[config.mk]
export PLATFORM = sky130hd
export DESIGN_NAME = kbd_cmd_ctrl
export DESIGN_NICKNAME = d
export VERILOG_FILES = /design/src/rtl/kbd_cmd_ctrl.sv
export SDC_FILE = /design/constraint.sdc
export NUM_CORES = 1
export LEC_CHECK = 0
export ABC_AREA = 1
export BUFFER_PORTS_ARGS = -buffer_cell sky130_fd_sc_hd__buf_2
export CAP_MARGIN = 30
export CELL_PAD_IN_SITES_DETAIL_PLACEMENT = 1
export CELL_PAD_IN_SITES_GLOBAL_PLACEMENT = 2
export CORE_ASPECT_RATIO = 0.7
export CORE_MARGIN = 2
export CORE_UTILIZATION = 32
export CTS_CLUSTER_DIAMETER = 120
export DETAILED_ROUTE_END_ITERATION = 12
export PLACE_DENSITY = 0.8
export SLEW_MARGIN = 0
export SYNTH_ARGS = -nofsm -noshare
export SYNTH_HDL_FRONTEND = slang
export SYNTH_SLANG_ARGS = --single-unit
[constraint.sdc]
create_clock -name clk -period 1.8 [get_ports clk]
set_input_delay 0.36 -clock clk [delete_from_list [all_inputs] [get_ports clk]]
set_output_delay 0.36 -clock clk [all_outputs]
set_load 0.1 [all_outputs]
[src/rtl/kbd_cmd_ctrl.sv]
// PS/2 scan-code sequencer: pops the receiver FIFO, tracks E0/F0 prefixes and
// turns arrow/WASD/Enter/R keys into valid/ready game commands plus a held-direction vector.
module kbd_cmd_ctrl #(
   parameter int TIMEOUT_CYC = 50000,
   parameter int TW          = 16
) (
   input  logic       clk,
   input  logic       reset,
   input  logic       fifo_empty,
   input  logic [7:0] fifo_r_data,
   output logic       fifo_rd,
   output logic       cmd_valid,
   output logic [2:0] cmd,
   input  logic       cmd_ready,
   output logic [3:0] held
);

   localparam logic [TW-1:0] TMO_LIM = TW'(TIMEOUT_CYC);

   typedef enum logic {IDLE, DECODE} state_t;

   state_t        state, state_nxt;
   logic [7:0]    code_reg;
   logic          ext, brk, ext_nxt, brk_nxt;
   logic [TW-1:0] tmo, tmo_nxt, tmo_inc;
   logic          fifo_rd_nxt, cmd_valid_nxt;
   logic [2:0]    cmd_nxt;
   logic [3:0]    held_nxt;
   logic          pop;
   logic [3:0]    key_res;
   logic          key_hit;
   logic [2:0]    key_cmd;

   // Result is {hit, cmd}; the table in use depends on whether E0 preceded the byte.
   function automatic logic [3:0] key_map(input logic [7:0] code, input logic ext_f);
      logic [3:0] r;
      r = 4'b0000;
      if (ext_f) begin
         case (code)
            8'h75:   r = 4'b1000;
            8'h72:   r = 4'b1001;
            8'h6B:   r = 4'b1010;
            8'h74:   r = 4'b1011;
            default: r = 4'b0000;
         endcase
      end else begin
         case (code)
            8'h1D:   r = 4'b1000;
            8'h1B:   r = 4'b1001;
            8'h1C:   r = 4'b1010;
            8'h23:   r = 4'b1011;
            8'h5A:   r = 4'b1100;
            8'h2D:   r = 4'b1101;
            default: r = 4'b0000;
         endcase
      end
      return r;
   endfunction

   function automatic logic [TW-1:0] sat_inc(input logic [TW-1:0] v);
      return (&v) ? v : v + 1'b1;
   endfunction

   assign pop     = (state == IDLE) && !fifo_empty && !cmd_valid;
   assign key_res = key_map(code_reg, ext);
   assign key_hit = key_res[3];
   assign key_cmd = key_res[2:0];
   assign tmo_inc = sat_inc(tmo);

   always_ff @(posedge clk or negedge reset) begin
      if (!reset) state <= IDLE;
      else        state <= state_nxt;
   end

   always_comb begin
      state_nxt = state;
      case (state)
         IDLE:    if (pop) state_nxt = DECODE;
         DECODE:  state_nxt = IDLE;
         default: state_nxt = IDLE;
      endcase
   end

   always_comb begin
      fifo_rd_nxt   = pop;
      cmd_valid_nxt = cmd_valid & ~cmd_ready;
      cmd_nxt       = cmd;
      held_nxt      = held;
      ext_nxt       = ext;
      brk_nxt       = brk;
      tmo_nxt       = tmo;
      case (state)
         IDLE: begin
            // A dangling prefix is dropped once the FIFO has stayed dry long enough.
            if ((ext | brk) && fifo_empty) begin
               if (tmo_inc >= TMO_LIM) begin
                  ext_nxt = 1'b0;
                  brk_nxt = 1'b0;
                  tmo_nxt = '0;
               end else begin
                  tmo_nxt = tmo_inc;
               end
            end
         end
         DECODE: begin
            if (code_reg == 8'hE0) begin
               ext_nxt = 1'b1;
               tmo_nxt = '0;
            end else if (code_reg == 8'hF0) begin
               brk_nxt = 1'b1;
               tmo_nxt = '0;
            end else begin
               ext_nxt = 1'b0;
               brk_nxt = 1'b0;
               tmo_nxt = '0;
               if (key_hit) begin
                  if (!brk) begin
                     cmd_nxt       = key_cmd;
                     cmd_valid_nxt = 1'b1;
                     if (!key_cmd[2]) held_nxt[key_cmd[1:0]] = 1'b1;
                  end else if (!key_cmd[2]) begin
                     held_nxt[key_cmd[1:0]] = 1'b0;
                  end
               end
            end
         end
         default: ;
      endcase
   end

   always_ff @(posedge clk or negedge reset) begin
      if (!reset) begin
         fifo_rd   <= 1'b0;
         cmd_valid <= 1'b0;
         cmd       <= 3'd0;
         held      <= 4'd0;
         ext       <= 1'b0;
         brk       <= 1'b0;
         tmo       <= '0;
      end else begin
         fifo_rd   <= fifo_rd_nxt;
         cmd_valid <= cmd_valid_nxt;
         cmd       <= cmd_nxt;
         held      <= held_nxt;
         ext       <= ext_nxt;
         brk       <= brk_nxt;
         tmo       <= tmo_nxt;
      end
   end

   always_ff @(posedge clk) begin
      if (pop) code_reg <= fifo_r_data;
   end

endmodule

==> results of run 1 <==
## worst max-delay path: stages (launching register included)
cell                      delay, ns
sky130_fd_sc_hd__dfrtp_1       0.38
sky130_fd_sc_hd__ha_2          0.21
sky130_fd_sc_hd__inv_2         0.05
sky130_fd_sc_hd__nor2_4        0.13
sky130_fd_sc_hd__nand2_4       0.10
sky130_fd_sc_hd__nor2_4        0.10
sky130_fd_sc_hd__nand2_2       0.05
sky130_fd_sc_hd__nand2_2       0.09
sky130_fd_sc_hd__buf_6         0.09
sky130_fd_sc_hd__nand4_1       0.08
sky130_fd_sc_hd__nor2_2        0.15
sky130_fd_sc_hd__nand3_2       0.13
sky130_fd_sc_hd__nand2_4       0.15
sky130_fd_sc_hd__nand3_1       0.10
sky130_fd_sc_hd__nand2_1       0.07
sky130_fd_sc_hd__nand2_1       0.05
## per-layer routing
layer	vias up	GRT usage, %	wire length, um
met2	37	35.8	3890
met5	-	0	0
met4	0	6.07	72
met1	1157	29.4	3960
li1	1192	-	-
met3	6	3.03	262
## metrics by stage
| step | cells | instance area [um^2] |
|---|---|---|
| 6_report | 494 | 3570 |
| 3_3_place_gp | 464 | 2970 |
| 2_1_floorplan | 292 | 2320 |
| 3_5_place_dp | 464 | 2970 |
| 4_1_cts | 487 | 3350 |
| 5_1_grt | 494 | 3570 |
## logic make-up (layout without fill, tap and decap cells)
family                     after synthesis  after routing  share of synthesized area, %
AOI/OAI and AO/OA                       27             27                          10.2
xor gates and xnor gates                 7              7                          2.66
adders and majority gates                1              1                         0.544
buffers and inverters                   34            141                          7.01
DFF                                     36             36                          40.9
muxes                                    1              1                         0.435
and+or+nand+nor                        186            187                          38.2
## cell usage after synthesis, drive strengths merged
cell type	instances
mux2i	1
nand2	98
xor2	5
nor4b	1
and3	1
nand3	26
a21oi	4
o22ai	10
nor3	8
buf	2
dfrtp	28
nor4	1
or2	3
o21bai	1
inv	30
clkbuf	2
edfxtp	8
a21boi	1
xnor2	2
nand4	14
nor2	34
o21ai	10
o32ai	1
ha	1
## power breakdown
| part | switching (W) | total, W | leakage (nW) | internal, W |
|---|---|---|---|---|
| clock network | 0.000356 | 0.000767 | 0.0541 | 0.000411 |
| logic | 0.000639 | 0.000987 | 1.16 | 0.000348 |
| registers | 0.0000886 | 0.00102 | 0.458 | 0.000933 |
## placed cells by master (no fill, tap or decap), types with 3 or more instances in the layout
cell type	netlist	layout
sky130_fd_sc_hd__dfrtp_1	28	28
sky130_fd_sc_hd__inv_1	29	21
sky130_fd_sc_hd__nor3_2	0	3
sky130_fd_sc_hd__nand2_2	8	22
sky130_fd_sc_hd__nor2_1	26	14
sky130_fd_sc_hd__nand2_1	88	70
sky130_fd_sc_hd__nor2_2	5	10
sky130_fd_sc_hd__buf_6	1	5
sky130_fd_sc_hd__xor2_1	5	4
sky130_fd_sc_hd__o21ai_1	1	4
sky130_fd_sc_hd__buf_4	0	77
sky130_fd_sc_hd__nand2_4	2	6
sky130_fd_sc_hd__buf_2	0	20
sky130_fd_sc_hd__inv_2	1	8
sky130_fd_sc_hd__o22ai_2	9	9
sky130_fd_sc_hd__nor3_1	8	3
sky130_fd_sc_hd__nand3_2	2	12
sky130_fd_sc_hd__o21ai_2	0	3
sky130_fd_sc_hd__nand4_1	13	13
sky130_fd_sc_hd__clkbuf_8	1	5
sky130_fd_sc_hd__nand3_1	24	13
sky130_fd_sc_hd__edfxtp_1	8	8
sky130_fd_sc_hd__nor2_4	3	10
## path summary, 6_finish.rpt
| path | from | to | slack (ns) |
|---|---|---|---|
| max in group asynchronous | reset | asynchronous set/reset pin | 1.25 |
| worst min-delay path | reset | state | 0.09 |
| worst max register to register | tmo[0] | brk | -0.25 |
| min in group clk | cmd_ready | cmd_valid | 0.22 |
| worst max-delay path | tmo[0] | brk | -0.25 |
| worst min register to register | flip-flop | flip-flop | 0.46 |
## timing repair
item                       in CTS  in global routing
resized for setup              44                 48
setup buffers                  14                  7
cloned                          1                  0
pin swaps                      18                 24
hold buffers                    0                  0
setup endpoints to repair      26                 26
## cell type report
class                   count  area share (%)
clock buffers               5            1.93
clock inverters             3            1.19
inverters                  30            3.22
multi-input cells         223            42.9
flip-flops and latches     36            26.4
well taps                  94            3.29
repair buffers            103            21.1
==> results.txt, run 1 <==
----------------------------------------------------
[Outcome]
  Run status ... finished, violations left
  Violated checks ... setup timing

[Timing]
  Minimum clock period after layout ... 2.05 ns
  RSZ-0062 raised after global routing ... yes
  Final Hold Vio Count ... 0
  Period Utilization, post-route ... 114%
  Final-report max-slew violation count ... 0
  Endpoints failing setup ... 26
  Worst-margin pin slew ... between 0.6 and 0.7 ns
  Worst Skew ... 0.00795 ns
  Final hold slack ... between 0.09 and 0.1 ns
  Final worst-path setup slack ... -0.248 ns
  Worst max-slew margin expressed relative to the limit ... 53.3%
  Max Fclk ... 488 MHz
  Total negative slack ... -4.79 ns

[Clock tree]
  Max clock buf depth ... 2
  Clock Root Buffer ... sky130_fd_sc_hd__clkbuf_8
  Depth of the CTS H-tree ... 2
  Number of clock sinks seen by CTS ... 36
  Clock buffer count from CTS ... 5
  Clock transition at the registers of the reported paths ... roughly 0.090 ns
  Clock tree from TritonCTS ... done
  Clock latency of the later-clocked register in the worst-skew pair ... about 0.30 ns

[Finish]
  Final core utilization ... a little over half
  Area taken by flip-flops and latches ... 941 um^2
  Total number of nets in the final design ... 412
  Area of combinational cells with multiple inputs ... 1530 um^2
  Fraction of layout instances using a drive strength above 1 ... ~53%
  Number of fill cells ... about 840
  Growth of design area from synthesis to finish ... 55.1%
  ANT cells ... 0

[Die]
  Core Footprint ... 6850 um^2
  Horizontal extent of the die ... about 110 um
  Effective utilization at floorplan ... between 30% and 40%
  Full die area ... about 7900 um^2
  FP Rows ... 25
  Die height ... 74.9 um
  I/O pin total ... 21

[Placement]
  Port-buffer cells ... 20
  Last weighted congestion value of the routability-driven placer ... around 0.81
  HPWL Detailed ... around 5500 um
  Setup slack after placement ... -0.304 ns

[Routing]
  Aggregate routed wire length ... around 8000 um
  DR vias/cell ... slightly below 5
  Average routed wire per standard cell ... 16.6 um
  Iteration-0 DRC count of the detailed router ... between 100 and 150
  DRC ... 0
  Antenna violation net count after detailed routing ... 0
  Via count ... 2,392
  Pre-Repair DR Iteration Count ... 4

[Setup path]
  Critical-path maximum fanout ... 7
  Worst Path Arrival ... 2.25 ns
  Count of cells along the worst register-to-register path ... 15
  Critical path type ... reg -> reg
  Startpoint type of the worst setup path ... flip-flop
  Critical Path Sink Type ... flip-flop
  Required time at the endpoint of the critical path ... about 2.0 ns

[Power]
  Cell Pwr Density ... 778 nW/um^2
  Static Leak ... 1.67 nW
  Worst-case vdd ir drop ... 0.000460 V
  Total design power ... around 0.0028 W

[GRT]
  GRT Overall Usage ... a little over a fifth
  Number of global-route vias before repair ... between 2,000 and 2,500
  First-pass GRT wire length ... 12,700 um
  Total congestion overflow ... 0
  Maximum number of pins on one net before global-route repair ... 29
  Antenna violations before repair ... 0

[Synth]
  Register bit total from synthesis ... 36
  Instance count of the mapped netlist ... approximately 300
  Post-synth cell types ... 37
  Area share of the largest cell type after synthesis ... 30.5%
  Cell type contributing the most total cell area after synthesis ... sky130_fd_sc_hd__dfrtp_1
  Total standard cell area after synthesis ... ~2300 um^2
  Count of warnings emitted by yosys ... 0
  Number of nets produced by synthesis ... approximately 310
  Mapped Avg Cell Area ... 7.88 um^2
  Synth top area cells ... sky130_fd_sc_hd__dfrtp_1 30%, sky130_fd_sc_hd__nand2_1 14%, sky130_fd_sc_hd__edfxtp_1 10%, sky130_fd_sc_hd__nand3_1 5.2%, sky130_fd_sc_hd__o22ai_2 4.9%
  Post-synthesis sequential area ratio ... about two fifths

[Min path]
  Worst min-delay path category ... in -> async

[Run]
  Number of max-cap violations ... 0

----------------------------------------------------
Power figures use the tool's default switching activity.
==> run 2: changes to the inputs <==
Settings changed: ABC_AREA 1 to not set, CORE_UTILIZATION 32 to 35, CTS_BUF_LIST set to sky130_fd_sc_hd__clkbuf_8, MAX_ROUTING_LAYER set to met4, PLACE_DENSITY 0.8 to 0.81.
==> run 2 against run 1 <==
The flow still finishes with violations (setup timing). Core utilization rose by 7.6 points. Maximum frequency shrank 15%. Clock skew is 0.0017 ns lower. Synthesized area decreased by 3.9%. Synthesized cell count down 23%. Clock power down 24%. Worst setup slack got worse by 0.35 ns. Total power increased by 5.5%. Combinational power increased by 32%. Die area fell by 12%. Sequential share of layout area shrank 0.75 points. Critical path depth fell by 4. Critical path type unchanged. Critical endpoint is now tmo[14]. Largest power group is now combinational cells. Highest routed layer unchanged.
==> results.txt, run 2 <==
----------------------------------------------------
[Outcome]
  Run status ... finished, violations left (unchanged)
  Violated checks ... setup timing (unchanged)

[Synth]
  Register bit total from synthesis ... 36 (unchanged)
  Leading register cell type out of synthesis ... sky130_fd_sc_hd__dfrtp_1 (unchanged)
  Number of nets produced by synthesis ... 239 (was 305)
  Post-synth ARST share ... 77.8% (unchanged)
  Post-synthesis sequential area ratio ... 42.5% (was 40.9%)
  Count of warnings emitted by yosys ... 0 (unchanged)
  Most used standard cell by instance count after synthesis ... sky130_fd_sc_hd__dfrtp_1 (was sky130_fd_sc_hd__nand2_1)
  Instance count of the mapped netlist ... 226 (was 292)
  Area share of the largest cell type after synthesis ... 31.7% (was 30.5%)
  Mapped Avg Cell Area ... 9.79 um^2 (was 7.88 um^2)
  Count of flip-flops with a built-in enable after synthesis ... 8 (unchanged)
  Cell type contributing the most total cell area after synthesis ... sky130_fd_sc_hd__dfrtp_1 (unchanged)
  Post-synth cell types ... 57 (was 37)
  Most frequent cells after synthesis ... 28 x sky130_fd_sc_hd__dfrtp_1, 23 x sky130_fd_sc_hd__nand2_1, 14 x sky130_fd_sc_hd__a21oi_1 (was 88 x sky130_fd_sc_hd__nand2_1, 29 x sky130_fd_sc_hd__inv_1, 28 x sky130_fd_sc_hd__dfrtp_1)
  Synth top area cells ... sky130_fd_sc_hd__dfrtp_1 32%, sky130_fd_sc_hd__edfxtp_1 11%, sky130_fd_sc_hd__nand2_1 3.9%, sky130_fd_sc_hd__a21oi_1 3.2%, sky130_fd_sc_hd__mux2i_1 2.3% (was sky130_fd_sc_hd__dfrtp_1 30%, sky130_fd_sc_hd__nand2_1 14%, sky130_fd_sc_hd__edfxtp_1 10%, sky130_fd_sc_hd__nand3_1 5.2%, sky130_fd_sc_hd__o22ai_2 4.9%)
  Total standard cell area after synthesis ... 2210 um^2 (was 2300 um^2)

[Finish]
  Total number of nets in the final design ... 363 (was 412)
  Fraction of layout instances using a drive strength above 1 ... 57.3% (was 53.3%)
  ANT cells ... 0 (unchanged)
  Growth of design area from synthesis to finish ... 66.1% (was 55.1%)
  Area of combinational cells with multiple inputs ... 1530 um^2 (unchanged)
  Most frequent cells in the layout ... 88 x sky130_fd_sc_hd__buf_4, 28 x sky130_fd_sc_hd__dfrtp_1, 22 x sky130_fd_sc_hd__nand2_1, 20 x sky130_fd_sc_hd__buf_2, 16 x sky130_fd_sc_hd__buf_6 (was 77 x sky130_fd_sc_hd__buf_4, 70 x sky130_fd_sc_hd__nand2_1, 28 x sky130_fd_sc_hd__dfrtp_1, 22 x sky130_fd_sc_hd__nand2_2, 21 x sky130_fd_sc_hd__inv_1)
  Area taken by flip-flops and latches ... 941 um^2 (unchanged)
  Leading cell type in the layout, fill and taps excluded ... sky130_fd_sc_hd__buf_4 (unchanged)
  Number of fill cells ... 673 (was 837)

[Die]
  Horizontal extent of the die ... 99.0 um (was 105 um)
  Effective utilization at floorplan ... 35.9% (was 33.6%)
  Die height ... 70.5 um (was 74.9 um)
  I/O pin total ... 21 (unchanged)
  FP Rows ... 24 (was 25)
  Core Footprint ... 6160 um^2 (was 6850 um^2)
  Full die area ... 6980 um^2 (was 7900 um^2)

[Min path]
  Worst min-delay path category ... in -> async (unchanged)

[Power]
  Worst-case vdd ir drop ... 0.000445 V (was 0.000460 V)
  Total design power ... 0.00293 W (was 0.00278 W)
  Static Leak ... 1.60 nW (was 1.67 nW)
  Cell Pwr Density ... 797 nW/um^2 (was 778 nW/um^2)

[Clock tree]
  Clock Root Buffer ... sky130_fd_sc_hd__clkbuf_8 (unchanged)
  Quantity of hold-fixing buffers added after cts ... 0 (unchanged)
  Clock buffer count from CTS ... 5 (unchanged)
  Clock latency of the later-clocked register in the worst-skew pair ... 0.29 ns (was 0.30 ns)
  Clock transition at the registers of the reported paths ... 0.08 ns (was 0.09 ns)
  Clock tree from TritonCTS ... done (unchanged)
  Max clock buf depth ... 2 (unchanged)
  Depth of the CTS H-tree ... 2 (unchanged)
  Number of clock sinks seen by CTS ... 36 (unchanged)

[Timing]
  Minimum clock period after layout ... 2.40 ns (was 2.05 ns)
  Endpoints failing setup ... 26 (unchanged)
  Final-report max-slew violation count ... 0 (unchanged)
  Period Utilization, post-route ... 133% (was 114%)
  Final Hold Vio Count ... 0 (unchanged)
  Final hold slack ... 0.107 ns (was 0.0905 ns)
  Max Fclk ... 416 MHz (was 488 MHz)
  Worst max-slew margin expressed relative to the limit ... 53.2% (was 53.3%)
  Worst Skew ... 0.00623 ns (was 0.00795 ns)
  RSZ-0062 raised after global routing ... yes (unchanged)
  Worst-margin pin slew ... 0.702 ns (was 0.700 ns)
  Final worst-path setup slack ... -0.601 ns (was -0.248 ns)

[GRT]
  Antenna violations before repair ... 0 (unchanged)
  Maximum number of pins on one net before global-route repair ... 29 (unchanged)
  Number of global-route vias before repair ... 2,563 (was 2,499)
  Total congestion overflow ... 0 (unchanged)
  First-pass GRT wire length ... 13,600 um (was 12,700 um)
  GRT Overall Usage ... 25.7% (was 21.4%)

[Routing]
  DRC ... 0 (unchanged)
  Pre-Repair DR Iteration Count ... 4 (unchanged)
  DR vias/cell ... 5.91 (was 4.84)
  Average routed wire per standard cell ... 23.8 um (was 16.6 um)
  Via count ... 2,537 (was 2,392)
  Iteration-0 DRC count of the detailed router ... 121 (was 105)
  Aggregate routed wire length ... 10,200 um (was 8180 um)
  Antenna violation net count after detailed routing ... 0 (unchanged)

[Setup path]
  Critical Path Sink Type ... flip-flop (unchanged)
  Most used cell, CP ... sky130_fd_sc_hd__buf_12
  Number of buffer and inverter instances along the worst setup path ... 3 (was 2)
  Startpoint type of the worst setup path ... flip-flop (unchanged)
  Required time at the endpoint of the critical path ... 1.97 ns (was 2.00 ns)
  Critical-path maximum fanout ... 8 (was 7)
  Worst Path Arrival ... 2.57 ns (was 2.25 ns)
  Kind of cell adding the most delay to the critical path ... compound AO/OA/AOI/OAI gates (was simple AND/OR/NAND/NOR gates)
  Startpoint of the lowest-slack register-to-register path ... tmo[1] (was tmo[0])
  Critical-path top delay cell ... sky130_fd_sc_hd__dfrtp_1 (unchanged)
  Critical path's largest stage delay ... 0.39 ns (was 0.38 ns)
  Critical path launch point ... tmo[1] (was tmo[0])
  Cells along the critical path ... ha_2 > and4_4 > nor4_2 > a21oi_1 > o22ai_2 > buf_4 > o31ai_4 > buf_12 > a31oi_4 > buf_12 > nor3_2 (was ha_2 > inv_2 > nor2_4 > nand2_4 > nor2_4 > nand2_2 > nand2_2 > buf_6 > nand4_1 > nor2_2 > nand3_2 > nand2_4 > nand3_1 > nand2_1 > nand2_1)
  Critical path type ... reg -> reg (unchanged)

[Placement]
  Last weighted congestion value of the routability-driven placer ... 0.899 (was 0.809)
  HPWL Detailed ... 5490 um (was 5510 um)
  Setup slack after placement ... -0.723 ns (was -0.304 ns)
  Port-buffer cells ... 20 (unchanged)

[Run]
  Number of max-cap violations ... 0 (unchanged)

----------------------------------------------------
-- run 2: changes by cell type after synthesis, moves of 6 or more --
| cell | change |
|---|---|
| sky130_fd_sc_hd__nand2_1 | -65 |
| sky130_fd_sc_hd__inv_1 | -18 |
| sky130_fd_sc_hd__nor2_1 | -16 |
| sky130_fd_sc_hd__nand3_1 | -15 |
| sky130_fd_sc_hd__a21oi_1 | +12 |
| sky130_fd_sc_hd__o22ai_2 | -9 |
| sky130_fd_sc_hd__nand2_2 | -8 |
| sky130_fd_sc_hd__nor2b_1 | +7 |
| sky130_fd_sc_hd__nand2b_1 | +6 |
| sky130_fd_sc_hd__nor4_1 | +6 |
-- run 2: metal layers --
| metal | share of wire (%) | routed length (um) | global-route usage, % | vias to the layer above |
|---|---|---|---|---|
| met3 | 4.4 | 449 | 5.11 | 23 |
| met2 | 49 | 4960 | 39.4 | 82 |
| met1 | 45 | 4600 | 34.8 | 1324 |
| li1 | - | - | - | 1108 |
| met5 | 0 | 0 | - | - |
| met4 | 1.9 | 191 | 7.31 | 0 |
-- run 2: cell families (layout without fill, tap and decap cells) --
group,after synthesis,count (layout),synth area share [%]
AO/OA/AOI/OAI,59,59,21.2
XOR/XNOR,1,1,0.396
adder cells (fa/ha/maj),1,1,0.566
buffers and inverters,20,145,3.90
flip-flops,36,36,42.5
multiplexers,10,10,4.98
AND/OR/NAND/NOR,99,99,26.5
-- run 2: stage by stage --
step | area, um^2 | cells | TNS [ns] | utilization, %
finish | 3670 | 429 | -12.53 | 59.7
global route | 3670 | 429 | -14.17 | 59.7
CTS | 3450 | 416 | -10.39 | 56.0
detailed placement | 3060 | 388 | -14.27 | 49.7
global placement | 3060 | 388 | -11.61 | 49.7
floorplan | 2360 | 226 | -7.37 | -
-- run 2: area by class of cell --
cell class | instances | area share [%]
inverters | 11 | 1.12
clock inverters | 3 | 0.375
flip-flops and latches | 36 | 25.6
well taps | 78 | 2.66
clock buffers | 5 | 1.87
repair buffers | 126 | 26.7
multi-input cells | 170 | 41.7
-- run 2: worst register-to-register path: stages, from the launching register on --
cell and delay [ns]:
sky130_fd_sc_hd__dfrtp_1 0.39, sky130_fd_sc_hd__ha_2 0.21, sky130_fd_sc_hd__and4_4 0.25, sky130_fd_sc_hd__nor4_2 0.28, sky130_fd_sc_hd__a21oi_1 0.09, sky130_fd_sc_hd__o22ai_2 0.18
sky130_fd_sc_hd__buf_4 0.15, sky130_fd_sc_hd__o31ai_4 0.07, sky130_fd_sc_hd__buf_12 0.15, sky130_fd_sc_hd__a31oi_4 0.30, sky130_fd_sc_hd__buf_12 0.16, sky130_fd_sc_hd__nor3_2 0.04
-- run 2: final timing paths --
path | slack [ns] | endpoint | depth (start not counted)
min in group clk | 0.24 | code_reg[0] | 1
worst min-delay path | 0.11 | tmo[6] | 1
worst min register to register | 0.52 | state | 1
worst max register to register | -0.60 | tmo[14] | 11
max in group asynchronous | 1.24 | tmo[15] | 1
worst max-delay path | -0.60 | tmo[14] | 11
-- run 2: timing repair --
action                     in CTS  in global routing
resized for setup              34                 26
setup endpoints to repair      26                 26
cloned                          0                  0
pin swaps                      22                 23
setup buffers                  22                 16
-- run 2: where the power goes --
group	leakage, nW	internal [W]	switching [W]
Combinational	1.10	0.000489	0.000807
Sequential	0.454	0.000951	0.0000974
Clock	0.0453	0.000264	0.000320
